File: src/rtl/branch_predictor.sv
`default_nettype none
// ============================================================================
// Module   : branch_predictor
// Brief    : Dynamic branch direction predictor. A table of 2-bit saturating
//            counters indexed by fetch PC produces a registered predicted-taken
//            bit for the instruction entering ID. The table is trained by the
//            resolved outcome from ID, and branch / mispredict statistics
//            are kept in saturating counters.
//            Optional gshare indexing is enabled by defining BP_GSHARE_EN:
//            the lookup index is XORed with a global history register that
//            shifts in each resolved outcome.
// Revision : 1.0 - initial release
// ============================================================================
module branch_predictor #(
  parameter int PC_W       = 64,
  parameter int INDEX_BITS = 4,
  parameter int CNT_W      = 32
) (
  input  logic                  clk,
  input  logic                  rst,
  input  logic                  stall_i,
  input  logic                  flush_i,
  input  logic                  if_valid,
  input  logic [PC_W-1:0]       if_pc,
  output logic                  pred_taken,
  output logic [INDEX_BITS-1:0] pred_index,
  input  logic                  upd_valid,
  input  logic [INDEX_BITS-1:0] upd_index,
  input  logic                  upd_taken,
  input  logic                  upd_pred,
  output logic [CNT_W-1:0]      branch_cnt,
  output logic [CNT_W-1:0]      mispred_cnt
);

  localparam int              C_ENTRIES   = 1 << INDEX_BITS;
  localparam logic [1:0]      C_CNT_RESET = 2'b01;  // weakly not-taken
  localparam logic [1:0]      C_CNT_MAX   = 2'b11;
  localparam logic [1:0]      C_CNT_MIN   = 2'b00;
  localparam logic [CNT_W-1:0] C_STAT_MAX = {CNT_W{1'b1}};
  localparam logic [CNT_W-1:0] C_STAT_ONE = {{(CNT_W-1){1'b0}}, 1'b1};

  // --------------------------------------------------------------------------
  // State
  // --------------------------------------------------------------------------
  logic [1:0]            cnt_q [C_ENTRIES];
  logic [1:0]            cnt_upd_d;
  logic                  pred_taken_q, pred_taken_d;
  logic [INDEX_BITS-1:0] pred_index_q, pred_index_d;
  logic [CNT_W-1:0]      branch_cnt_q, branch_cnt_d;
  logic [CNT_W-1:0]      mispred_cnt_q, mispred_cnt_d;

  // --------------------------------------------------------------------------
  // Lookup index
  // --------------------------------------------------------------------------
  // PCs are word aligned, so the two low bits never select an entry; upper
  // PC bits alias onto the same entries since there is no tag.
  logic [INDEX_BITS-1:0]      pc_idx;
  logic [INDEX_BITS-1:0]      lookup_idx;
  logic [1:0]                 rd_cnt;
  logic [PC_W-INDEX_BITS-1:0] unused_pc_bits;

  assign pc_idx         = if_pc[INDEX_BITS+1:2];
  assign unused_pc_bits = {if_pc[PC_W-1:INDEX_BITS+2], if_pc[1:0]};

`ifdef BP_GSHARE_EN
  logic [INDEX_BITS-1:0] ghr_q, ghr_d;

  // Global history shifts in every resolved outcome, newest in bit 0.
  always_comb begin
    ghr_d = ghr_q;
    if (upd_valid) begin
      ghr_d = {ghr_q[INDEX_BITS-2:0], upd_taken};
    end
  end

  // Global history register.
  always_ff @(posedge clk) begin
    if (rst) begin
      ghr_q <= '0;
    end else begin
      ghr_q <= ghr_d;
    end
  end

  // The lookup uses the history as it stood before this cycle's update.
  assign lookup_idx = pc_idx ^ ghr_q;
`else
  assign lookup_idx = pc_idx;
`endif

  // Table read is combinational and sees the pre-update value of the entry,
  // so a same-cycle write to that entry is only visible from the next cycle.
  assign rd_cnt = cnt_q[lookup_idx];

  // --------------------------------------------------------------------------
  // Counter table training
  // --------------------------------------------------------------------------
  // Saturating step of the entry being trained; never wraps past 00 or 11.
  always_comb begin
    cnt_upd_d = cnt_q[upd_index];
    if (upd_taken) begin
      if (cnt_q[upd_index] != C_CNT_MAX) begin
        cnt_upd_d = cnt_q[upd_index] + 2'd1;
      end
    end else begin
      if (cnt_q[upd_index] != C_CNT_MIN) begin
        cnt_upd_d = cnt_q[upd_index] - 2'd1;
      end
    end
  end

  // Table storage; training ignores stall/flush so a resolved branch always
  // leaves its mark even in a bubbled cycle.
  always_ff @(posedge clk) begin
    if (rst) begin
      for (int i = 0; i < C_ENTRIES; i++) begin
        cnt_q[i] <= C_CNT_RESET;
      end
    end else if (upd_valid) begin
      cnt_q[upd_index] <= cnt_upd_d;
    end
  end

  // --------------------------------------------------------------------------
  // Prediction register
  // --------------------------------------------------------------------------
  // Flush beats stall; a stall holds; an invalid fetch still records the
  // index but never predicts taken.
  always_comb begin
    pred_taken_d = pred_taken_q;
    pred_index_d = pred_index_q;
    if (flush_i) begin
      pred_taken_d = 1'b0;
      pred_index_d = '0;
    end else if (!stall_i) begin
      pred_index_d = lookup_idx;
      pred_taken_d = if_valid & rd_cnt[1];
    end
  end

  // Prediction registers travelling with the instruction into ID.
  always_ff @(posedge clk) begin
    if (rst) begin
      pred_taken_q <= 1'b0;
      pred_index_q <= '0;
    end else begin
      pred_taken_q <= pred_taken_d;
      pred_index_q <= pred_index_d;
    end
  end

  // --------------------------------------------------------------------------
  // Statistics
  // --------------------------------------------------------------------------
  // Both counters stick at all-ones rather than wrapping.
  always_comb begin
    branch_cnt_d  = branch_cnt_q;
    mispred_cnt_d = mispred_cnt_q;
    if (upd_valid) begin
      if (branch_cnt_q != C_STAT_MAX) begin
        branch_cnt_d = branch_cnt_q + C_STAT_ONE;
      end
      if ((upd_taken != upd_pred) && (mispred_cnt_q != C_STAT_MAX)) begin
        mispred_cnt_d = mispred_cnt_q + C_STAT_ONE;
      end
    end
  end

  // Statistics registers.
  always_ff @(posedge clk) begin
    if (rst) begin
      branch_cnt_q  <= '0;
      mispred_cnt_q <= '0;
    end else begin
      branch_cnt_q  <= branch_cnt_d;
      mispred_cnt_q <= mispred_cnt_d;
    end
  end

  assign pred_taken  = pred_taken_q;
  assign pred_index  = pred_index_q;
  assign branch_cnt  = branch_cnt_q;
  assign mispred_cnt = mispred_cnt_q;

endmodule
`default_nettype wire

File: config.mk
export PLATFORM = sky130hd
export DESIGN_NAME = branch_predictor
export DESIGN_NICKNAME = d
export VERILOG_FILES = /design/src/rtl/branch_predictor.sv
export SDC_FILE = /design/constraint.sdc
export NUM_CORES = 1
export LEC_CHECK = 0
export ABC_AREA = 1
export ABC_CLOCK_PERIOD_IN_PS = 2600
export BUFFER_PORTS_ARGS = -buffer_cell sky130_fd_sc_hd__buf_2
export CORE_MARGIN = 8
export CORE_UTILIZATION = 57
export DETAILED_ROUTE_END_ITERATION = 6
export PLACE_DENSITY = 0.84
export SLEW_MARGIN = 20
export SYNTH_ARGS = -nofsm -noshare
export SYNTH_HDL_FRONTEND = slang
export SYNTH_SLANG_ARGS = --single-unit
export TNS_END_PERCENT = 100
File: constraint.sdc
create_clock -name clk -period 2.6 [get_ports clk]
set_input_delay 0.26 -clock clk [delete_from_list [all_inputs] [get_ports clk]]
set_output_delay 0.26 -clock clk [all_outputs]
set_load 0.005 [all_outputs]
==> out/results.ini <==
[placement]
dp_hpwl_mm = 11.4
gp_congestion = 0.923
dpl_cell_area_um2 = 6770
io_buffers = 84

[setup_path]
arrival_ps = 2610
endpoint_kind = flip-flop
worstReg2RegStart = branch_cnt[0]$_SDFFE_PP0P_
cp-endpoint = branch_cnt[7]$_SDFFE_PP0P_
worstSetupPathType = flip-flop to flip-flop
cp_num_buf_inv = 1
rrSetupSlack_ps = 310
startpoint_type = flip-flop
worst_r2r_path_depth = 8
max_stage_delay_ps = 820
critical-path-slowest-cell = a21oi_2
crit_chain = ha_1 > inv_1 > nor2_4 > nand2_2 > nor2_4 > a21oi_2 > o21ai_0 > a21oi_2
critPathMaxFanout = 26
cp_top_family = compound AO/OA/AOI/OAI gates
cp.depth = 8
cp_data_required_time_ps = 2920
r2r_end = branch_cnt[7]$_SDFFE_PP0P_
startpoint = branch_cnt[0]$_SDFFE_PP0P_

[outcome]
status = finished, final reports clean

[layout]
regArea_um2 = 2340
num-fill-cells = 1010
multi_input_area_um2 = 3460
fin_nets = 1080
final_area_um2 = 6960
antenna_cells = 0
drive_gt1_frac = 0.178
synthToLayoutAreaGrowth_pct = 10.1

[floorplanning]
core_um2 = 10800
die_area_um2 = 14700
initial_core_util = 0.583
row_count = 38
dieWidth_um = 121
io_pins = 145
die_h_um = 121

[timing]
worst_pin_slew_ps = 1110
setup_viol = 0
fin_crit_ps = 2290
final.period_utilization = 0.882
clock-skew-final_ps = 8.06
timing.setup.tns_ps = 0
slew_viol_final = 0
slew_headroom = 0.262
hold_viol_final = 0
max_freq_ghz = 0.436
rsz0062_at_grt = false

[global_routing]
antenna_found_initial = 0
track_usage = 0.217
grt_pass1_vias = 5618
grt_pass1_wl_mm = 26.4
grt_max_degree = 49
overflow = 0

[clock_tree]
clk_pin_slew_worst_paths_ps = 90
cts_tree = built
cts_buffers = 9
cts_root_buf = clkbuf_8
h-tree-depth = 3
clk_latency_ps = 380
cts_buffer_depth = 2
cts_sinks = 101
cts-resized-gates = 0
post_cts_buffers = 0
cts-hold-fix-buffers = 0

[route]
avgRoutedWirePerCell_um = 13.7
wirelength_mm = 15.7
drc_errors = 0
firstDrtPassIters = 5
drt_iter0_markers = 503
via_count = 6086
final_antenna_net_count = 0
drt-vias-per-instance = 5.31

[job]
cap_violations = 0

[logic_synthesis]
synth.net_count = 1006
ys_types = 38
syn_inst = 928
synth_top_family_by_area = simple AND/OR/NAND/NOR gates
synth_area_per_cell_um2 = 6.81
synth.area.mux_share = 0
synth_fa_ha_area_frac = 0.00396
yosysWarnings = 0
synth-seq-cells = 101
synth_xor_area_frac = 0.0388
synth_compound_area_frac = 0.0810
yosys.area_share.simple = 0.424
ys_seq_area_frac = 0.371
synth_area_um2 = 6320

[power_and_ir_drop]
seqPwrFrac = 0.563
ir_drop_mv = 0.271
pwr-share-clk = 0.346
switching_power_w = 0.000768
leakagePower_nw = 2.83
switching_share = 0.260
pwr_density_cell_nw_per_um2 = 424
combPwrFrac = 0.090
power.internal_w = 0.00218

[min_path]
hp-class = primary input to flip-flop

-- cells in the mapped netlist, drive strengths merged --
library cell / number / area share
dfxtp: 69 / 0.22
ha: 2 / 0.0040
edfxtp: 32 / 0.15
nand4: 16 / 0.017
o21ai: 22 / 0.019
nand2: 342 / 0.22
buf: 17 / 0.023
and3: 1 / 0.00099
nand3: 54 / 0.046
inv: 89 / 0.053
nor3: 18 / 0.018
clkbuf: 8 / 0.0048
a21oi: 57 / 0.057
a211oi: 4 / 0.0048
or2: 1 / 0.00099
nand3b: 13 / 0.015
xnor2: 9 / 0.012
xor2: 19 / 0.026
nor2: 155 / 0.11
-- sequential cells by signal (all words and copies together) (netlist names) --
register / count
pred_taken: 1
cnt_q: 32
pred_index: 4
branch_cnt: 32
mispred_cnt: 32
-- kinds of logic after synthesis --
logic type               Yosys count
AO/OA/AOI/OAI                     83
XOR/XNOR                          28
adder cells (fa/ha/maj)            2
buffers and inverters            114
flip-flops                       101
AND/OR/NAND/NOR                  600
-- cell type report --
type                       instances  share of cell area
multi-input combinational        713               0.498
sequential                       101               0.337
timing repair buffer              88              0.0647
inverter                          89              0.0484
tap                              140              0.0252
clock buffer                      11              0.0203
clock inverter                     5             0.00719
-- per-stage QoR --
| step | utilization | instances | total power (W) | hold slack, ps | setup WS, ps |
|---|---|---|---|---|---|
| floorplan | - | 928 | 0.00191 | 399 | 892 |
| global placement | 0.624 | 1131 | 0.00196 | 449 | 351 |
| detailed placement | 0.624 | 1131 | 0.00196 | 465 | 297 |
| CTS | 0.642 | 1147 | 0.00296 | 126 | 268 |
| global route | 0.642 | 1147 | 0.00307 | 148 | 145 |
| finish | 0.642 | 1147 | 0.00295 | 135 | 306 |
-- worst register-to-register path, delay by kind of cell (launching register included) --
kind	cells	cell delay [ps]
simple gates	3	250
buf+inv	1	100
flops	1	350
compound gates	3	1280
fa+ha+maj	1	250
-- cells in the final DEF, fill, tap and decap left out, types with 2 or more instances in the layout --
| cell type | Yosys | layout |
|---|---|---|
| clkbuf_8 | 0 | 10 |
| nand2_2 | 20 | 20 |
| xor2_1 | 19 | 19 |
| nand2_1 | 318 | 318 |
| inv_2 | 7 | 7 |
| nor2_2 | 5 | 5 |
| nor2_4 | 9 | 9 |
| a211oi_1 | 4 | 4 |
| nor3_2 | 2 | 2 |
| xnor2_1 | 9 | 9 |
| inv_1 | 81 | 81 |
| o21ai_0 | 19 | 19 |
| nor2_1 | 140 | 140 |
| nor3_1 | 15 | 15 |
| clkinv_2 | 0 | 4 |
| buf_2 | 8 | 84 |
| ha_1 | 2 | 2 |
| a21oi_1 | 37 | 37 |
| nand4_1 | 15 | 15 |
| nand2_4 | 2 | 2 |
| nand2_8 | 2 | 2 |
| dfxtp_1 | 69 | 69 |
| o21ai_1 | 2 | 2 |
| nand3_1 | 51 | 51 |
| edfxtp_1 | 32 | 32 |
| a21oi_2 | 20 | 20 |
| buf_4 | 3 | 4 |
| nand3b_1 | 13 | 13 |
| nand3_2 | 2 | 2 |
-- how the worst min path moves through the flow --
stage,cells past startpoint,to,from
5_1_grt,3,pred_taken$_SDFFE_PP0N_,stall_i
3_3_place_gp,2,pred_taken$_SDFFE_PP0N_,pred_taken$_SDFFE_PP0N_
2_1_floorplan,2,pred_taken$_SDFFE_PP0N_,stall_i
6_report,3,pred_taken$_SDFFE_PP0N_,stall_i
3_5_place_dp,2,pred_taken$_SDFFE_PP0N_,pred_taken$_SDFFE_PP0N_
4_1_cts,3,pred_taken$_SDFFE_PP0N_,stall_i
-- layer usage --
metal | track usage | up-vias | part of all wire
met3 | 0.0484 | 27 | 0.085
met2 | 0.354 | 255 | 0.46
met1 | 0.276 | 2709 | 0.43
li1 | - | 3095 | -
met4 | 0.0779 | 0 | 0.022
met5 | 0 | - | 0
-- power groups by stage --
stage                     Clock [W]  Sequential [W]  Combinational [W]
after floorplan                   0         0.00169           0.000212
after global placement            0         0.00170           0.000263
after detailed placement          0         0.00170           0.000265
after CTS                   0.00103         0.00166           0.000267
after global routing        0.00110         0.00167           0.000297
final                       0.00102         0.00166           0.000266
Power figures use the tool's default switching activity.
